## src/rtl/core_pkg.sv

```systemverilog
// Shared pipeline definitions: load/store funct3 encodings, MEM FSM states,
// access-size decode and the data-memory request bundle.
package core_pkg;

  localparam logic [2:0] F3_B  = 3'b000;
  localparam logic [2:0] F3_H  = 3'b001;
  localparam logic [2:0] F3_W  = 3'b010;
  localparam logic [2:0] F3_BU = 3'b100;
  localparam logic [2:0] F3_HU = 3'b101;

  typedef enum logic {IDLE = 1'b0, WAIT = 1'b1} mem_state_e;

  typedef enum logic [1:0] {SZ_B = 2'd0, SZ_H = 2'd1, SZ_W = 2'd2} acc_size_e;

  typedef struct packed {
    logic        req;
    logic        we;
    logic [31:0] addr;
    logic [3:0]  be;
    logic [31:0] wdata;
  } dmem_req_t;

  // Unlisted encodings fall back to a full word access.
  function automatic acc_size_e acc_size(input logic [2:0] f3);
    case (f3)
      F3_B, F3_BU: acc_size = SZ_B;
      F3_H, F3_HU: acc_size = SZ_H;
      default:     acc_size = SZ_W;
    endcase
  endfunction

endpackage

```

## src/rtl/mem_load_align.sv

```systemverilog
// Load data extraction: picks the addressed byte/halfword out of the read
// word and sign- or zero-extends it according to funct3.
module mem_load_align
  import core_pkg::*;
(
  input  logic [2:0]  funct3,
  input  logic [1:0]  addr_lo,
  input  logic [31:0] rdata,
  output logic [31:0] load_data
);

  logic [7:0]  byte_sel;
  logic [15:0] half_sel;

  always_comb begin
    case (addr_lo)
      2'd0:    byte_sel = rdata[7:0];
      2'd1:    byte_sel = rdata[15:8];
      2'd2:    byte_sel = rdata[23:16];
      default: byte_sel = rdata[31:24];
    endcase
    half_sel = addr_lo[1] ? rdata[31:16] : rdata[15:0];

    case (funct3)
      F3_B:    load_data = {{24{byte_sel[7]}}, byte_sel};
      F3_BU:   load_data = {24'd0, byte_sel};
      F3_H:    load_data = {{16{half_sel[15]}}, half_sel};
      F3_HU:   load_data = {16'd0, half_sel};
      default: load_data = rdata;
    endcase
  end

endmodule

```

## src/rtl/mem_stage.sv

```systemverilog
// Pipeline MEM stage: drives the data-memory handshake for loads/stores,
// detects misalignment and bus timeouts, and registers results into MEM/WB.
module mem_stage
  import core_pkg::*;
#(
  parameter int unsigned TIMEOUT_CYCLES = 16,
  parameter int unsigned CNT_W          = 5
) (
  input  logic        clk,
  input  logic        reset,
  input  logic        EX_MEM_enable_out,
  input  logic [31:0] EX_MEM_PC,
  input  logic [31:0] EX_MEM_ALUResult,
  input  logic [31:0] EX_MEM_WriteData,
  input  logic [4:0]  EX_MEM_Rd,
  input  logic [2:0]  EX_MEM_Funct3,
  input  logic        EX_MEM_MemRead,
  input  logic        EX_MEM_MemWrite,
  input  logic        EX_MEM_MemToReg,
  input  logic        EX_MEM_RegWrite,
  output logic        dmem_req,
  output logic        dmem_we,
  output logic [31:0] dmem_addr,
  output logic [3:0]  dmem_be,
  output logic [31:0] dmem_wdata,
  input  logic [31:0] dmem_rdata,
  input  logic        dmem_ready,
  output logic [31:0] MEM_WB_PC,
  output logic [31:0] MEM_WB_ALUResult,
  output logic [31:0] MEM_WB_ReadData,
  output logic [4:0]  MEM_WB_Rd,
  output logic        MEM_WB_MemToReg,
  output logic        MEM_WB_RegWrite,
  output logic        MEM_WB_enable_out,
  output logic        mem_stall,
  output logic        mem_misaligned,
  output logic        mem_bus_error
);

  localparam logic [CNT_W-1:0] CNT_LAST =
    CNT_W'((TIMEOUT_CYCLES > 0) ? TIMEOUT_CYCLES - 1 : 0);

  mem_state_e       state, state_nxt;
  logic [CNT_W-1:0] cnt, cnt_nxt;
  acc_size_e        size;
  dmem_req_t        dreq;
  logic             access, misaligned, abort, complete;
  logic [31:0]      load_data;

  assign size       = acc_size(EX_MEM_Funct3);
  assign access     = EX_MEM_enable_out & (EX_MEM_MemRead | EX_MEM_MemWrite);
  assign misaligned = access & (((size == SZ_H) & EX_MEM_ALUResult[0]) |
                                ((size == SZ_W) & (|EX_MEM_ALUResult[1:0])));
  // Ready on the final wait cycle still completes normally.
  assign abort      = (TIMEOUT_CYCLES != 0) && (state == WAIT) &&
                      (cnt == CNT_LAST) && !dmem_ready;

  always_comb begin
    dreq       = '0;
    dreq.req   = access & ~misaligned & ~abort & ~reset;
    dreq.we    = dreq.req & EX_MEM_MemWrite;
    dreq.addr  = {EX_MEM_ALUResult[31:2], 2'b00};
    dreq.wdata = EX_MEM_WriteData;
    case (size)
      SZ_B: begin
        dreq.be    = 4'b0001 << EX_MEM_ALUResult[1:0];
        dreq.wdata = {4{EX_MEM_WriteData[7:0]}};
      end
      SZ_H: begin
        dreq.be    = EX_MEM_ALUResult[1] ? 4'b1100 : 4'b0011;
        dreq.wdata = {2{EX_MEM_WriteData[15:0]}};
      end
      default: dreq.be = 4'b1111;
    endcase
    if (!dreq.req) dreq.be = 4'b0000;
  end

  assign dmem_req   = dreq.req;
  assign dmem_we    = dreq.we;
  assign dmem_addr  = dreq.addr;
  assign dmem_be    = dreq.be;
  assign dmem_wdata = dreq.wdata;
  assign mem_stall  = dreq.req & ~dmem_ready;

  assign complete = EX_MEM_enable_out &
                    (~access | (dreq.req & dmem_ready) | misaligned | abort);

  mem_load_align u_align (
    .funct3    (EX_MEM_Funct3),
    .addr_lo   (EX_MEM_ALUResult[1:0]),
    .rdata     (dmem_rdata),
    .load_data (load_data)
  );

  always_comb begin
    state_nxt = state;
    cnt_nxt   = cnt;
    case (state)
      IDLE: if (dreq.req && !dmem_ready) begin
        state_nxt = WAIT;
        cnt_nxt   = '0;
      end
      WAIT: if (!dreq.req || dmem_ready) begin
        state_nxt = IDLE;
        cnt_nxt   = '0;
      end else begin
        cnt_nxt   = cnt + 1'b1;
      end
      default: begin
        state_nxt = IDLE;
        cnt_nxt   = '0;
      end
    endcase
  end

  always_ff @(posedge clk or posedge reset) begin
    if (reset) begin
      state             <= IDLE;
      cnt               <= '0;
      MEM_WB_PC         <= '0;
      MEM_WB_ALUResult  <= '0;
      MEM_WB_ReadData   <= '0;
      MEM_WB_Rd         <= '0;
      MEM_WB_MemToReg   <= 1'b0;
      MEM_WB_RegWrite   <= 1'b0;
      MEM_WB_enable_out <= 1'b0;
      mem_misaligned    <= 1'b0;
      mem_bus_error     <= 1'b0;
    end else begin
      state             <= state_nxt;
      cnt               <= cnt_nxt;
      MEM_WB_enable_out <= complete;
      mem_misaligned    <= misaligned;
      mem_bus_error     <= abort;
      // Without a completing edge the stage emits a bubble and holds payload.
      if (complete) begin
        MEM_WB_PC        <= EX_MEM_PC;
        MEM_WB_ALUResult <= EX_MEM_ALUResult;
        MEM_WB_Rd        <= EX_MEM_Rd;
        MEM_WB_MemToReg  <= EX_MEM_MemToReg;
        MEM_WB_RegWrite  <= EX_MEM_RegWrite & ~misaligned & ~abort;
        MEM_WB_ReadData  <= (access & ~EX_MEM_MemWrite & ~misaligned & ~abort)
                            ? load_data : 32'd0;
      end
    end
  end

endmodule

```

## config.mk

```make
export PLATFORM = sky130hd
export DESIGN_NAME = mem_stage
export DESIGN_NICKNAME = d
export VERILOG_FILES = /design/src/rtl/core_pkg.sv /design/src/rtl/mem_load_align.sv /design/src/rtl/mem_stage.sv
export SDC_FILE = /design/constraint.sdc
export NUM_CORES = 1
export LEC_CHECK = 0
export CAP_MARGIN = 20
export CORE_UTILIZATION = 36
export CTS_CLUSTER_SIZE = 8
export DETAILED_ROUTE_END_ITERATION = 8
export PLACE_DENSITY_LB_ADDON = 0.05
export SLEW_MARGIN = 10
export SYNTH_ARGS = -nofsm -noshare
export SYNTH_HDL_FRONTEND = slang
export SYNTH_SLANG_ARGS = --single-unit
```

## constraint.sdc

```tcl
create_clock -name clk -period 3.3 [get_ports clk]
set_input_delay 0.33 -clock clk [delete_from_list [all_inputs] [get_ports clk]]
set_output_delay 0.33 -clock clk [all_outputs]
set_load 0.02 [all_outputs]
```

==> results.cfg <==
[run_status]
status = finished clean

[clock_network]
post-cts-setup-buffers = 0
clock_latency_ns = 0.35
cts_max_level = 3
cts_sinks = 112
hold_buffers = 0
clock_path_buffers = 2
cts_resized = 7
root_buffer = clkbuf_16
cts.clk_slew.worst_paths_ns = 0.07
cts_tree = built
cts_buffers = 9

[yosys]
async_reset_ff_share_pct = 100.0
synth_top_area_share_pct = 48.03
synth-edff-count = 0
synth_cells = 493
synth_commonest_cells = 112 x dfrtp_1, 61 x mux2_2, 42 x buf_4, 41 x nand2_1, 22 x a22o_1
ys_seq_area_share_pct = 48.03
avgSynthCellArea_sq_um = 11.84
synth_top_area_cell = dfrtp_1
yosys_warnings = 0
synth.distinct_cells = 51
synthFlopType = dfrtp_1
synth_most_common_cell = dfrtp_1
synthTopCellsByArea = dfrtp_1 48%, mux2_2 12%, buf_4 5.4%
yosys_register_bits = 112
netlist_area_sq_mm = 0.005836

[global_routing]
grt_pass1_wl_microns = 27410
grt_overflow_total = 0
antenna_found_initial = 1
grt_usage_pct = 21.76
first_global_vias = 4945
grt_max_degree = 111

[layout]
area_delta_synth_final_pct = 57.29
fin_util_pct = 57.99
nets = 905
stdcell_area_sq_mm = 0.009179
drive_above_1_share_pct = 14.01

[hold_path]
hold_class = input pin to asynchronous set/reset pin

[critical_path]
timing.rr.end = MEM_WB_ALUResult[11]
crit_path_end_kind = primary output
critical_path_peak_fanout = 5
worstPathArrival_ns = 2.84
worstPathRequired_ns = 2.97
timing.critical_path.mode_cell = ha_1
crit-reg2reg-launch = cnt[0]
startpoint_type = flip-flop
r2r_setup_slack_ns = 0.61
slowest_delay_ns = 0.57
critPathBufInv = 1
cp.depth = 8
path_class = flip-flop to primary output
cp_cell_sequence = ha_1 -> and3_1 -> ha_1 -> nand3b_1 -> nand4_4 -> or3b_2 -> nor2_1 -> dlygate4sd2_1
cp_top_family = simple AND/OR/NAND/NOR gates
slowest_stage = or3b_2
r2r_cells = 8

[timing]
relSlewSlack_pct = 56.63
finalSetupTns_ns = 0
timing.final.crit_period_ns = 3.166
fmax_ghz = 0.3159
slew_viol_final = 0
rsz0062_at_grt = false
setup_ws_ns = 0.1341
setup_viol = 0
skew_ns = 0.006655
fin_crit_sh_pct = 95.94
hold_violations = 0
worst_pin_slew_ns = 0.6482

[floorplan]
die_area_sq_mm = 0.01672
start_util_pct = 36.87
die_x_microns = 129.3
core_sq_mm = 0.01583
rows = 46
die_y_microns = 129.3
ioPinCount = 321

[drt]
drt-initial-drc-count = 220
viasPerCell = 4.983
wl_per_cell_microns = 18.40
dr.pass1.iters = 4
dr_total_vias = 4888
drc = 0
wirelength_microns = 18060
postRouteAntennaNets = 0

[power_and_ir_drop]
cellLeakagePower_uw = 0.003811
powerDensity_mw_per_mm2 = 435.6
finalPower_uw = 3999
irDropWorstVdd_mv = 0.2550

[placed_design]
place_ws_ns = 0.1118
hpwlAfterDp_microns = 13400
gp_congestion = 0.8512
portBuffers = 318
placedInstanceArea_sq_mm = 0.008886

[run]
drv_cap = 0
-- area by class of cell --
cell class,count,area (sq um)
diodes,1,2.502
clock buffers,12,236.5
clock inverters,4,76.32
fillers,1319,6649
inverters,11,43.79
multi-input cells,298,2499
flip-flops and latches,112,2803
well taps,216,270.3
repair buffers,327,3248
-- flip-flops by register name, summed over array words and instances, names as in the netlist --
signal and flops:
MEM_WB_RegWrite 1, mem_bus_error 1, MEM_WB_MemToReg 1, MEM_WB_PC 32
mem_misaligned 1, MEM_WB_enable_out 1, MEM_WB_ALUResult 32, cnt 5
MEM_WB_ReadData 32, MEM_WB_Rd 5, state 1
-- kinds of logic after synthesis --
group	Yosys count	synth area share, %
AO/OA/AOI/OAI	100	14.92
other	1	0.06426
multiplexers	96	18.42
AND/OR/NAND/NOR	97	8.769
adder cells (fa/ha/maj)	2	0.4287
buffers and inverters	84	9.219
XOR/XNOR	1	0.1501
flip-flops	112	48.03
-- power breakdown --
group | total (uW) | internal (uW) | switching [uW]
Clock | 1180 | 670 | 505
Sequential | 1580 | 1510 | 68.6
Combinational | 1240 | 655 | 585
-- layer usage --
layer  wire [microns]  track usage, %
met1             7054           25.84
met2             9116           37.57
met3             1373           5.326
met4              510           9.135
met5                0               0
-- per-stage QoR --
stage,hold slack [ns],instances
3_5_place_dp,0.4749,964
3_3_place_gp,0.4683,964
6_report,0.3293,981
5_1_grt,0.3465,981
4_1_cts,0.3112,980
2_1_floorplan,0.4617,494
-- placed cells by master, fill, tap and decap left out, types with 4 or more instances in the layout --
cell,netlist,layout
o21ai_0,11,11
a21oi_1,11,11
buf_4,42,7
nand2_1,41,41
mux2_1,20,20
a22o_1,22,22
a211oi_1,10,10
o2bb2ai_1,16,16
nor2b_1,6,6
nand2b_1,17,17
inv_1,11,10
dfrtp_1,112,112
clkdlybuf4s50_1,0,311
a32o_1,6,6
mux2i_1,14,14
clkbuf_2,1,4
clkbuf_16,0,9
nor2_1,12,12
mux2_2,61,61
a21o_1,4,4
a221oi_2,7,7
-- worst reg2reg max path, delay by kind of cell (launching register included) --
kind | cells | cell delay, ns
AND/OR/NAND/NOR | 3 | 0.58
multiplexers | 1 | 0.55
adder cells (fa/ha/maj) | 2 | 0.46
flip-flops | 1 | 0.42
buffers and inverters | 1 | 0.39
AO/OA/AOI/OAI | 1 | 0.18
-- how the worst max path moves through the flow --
stage,startpoint,endpoint
after global routing,cnt[0],dmem_be[0]
after floorplan,reset,MEM_WB_ALUResult[0]
after detailed placement,cnt[0],dmem_we
after global placement,cnt[0],dmem_we
after CTS,cnt[0],dmem_we
final,cnt[0],dmem_be[0]
(Power assumes the default switching activity.)
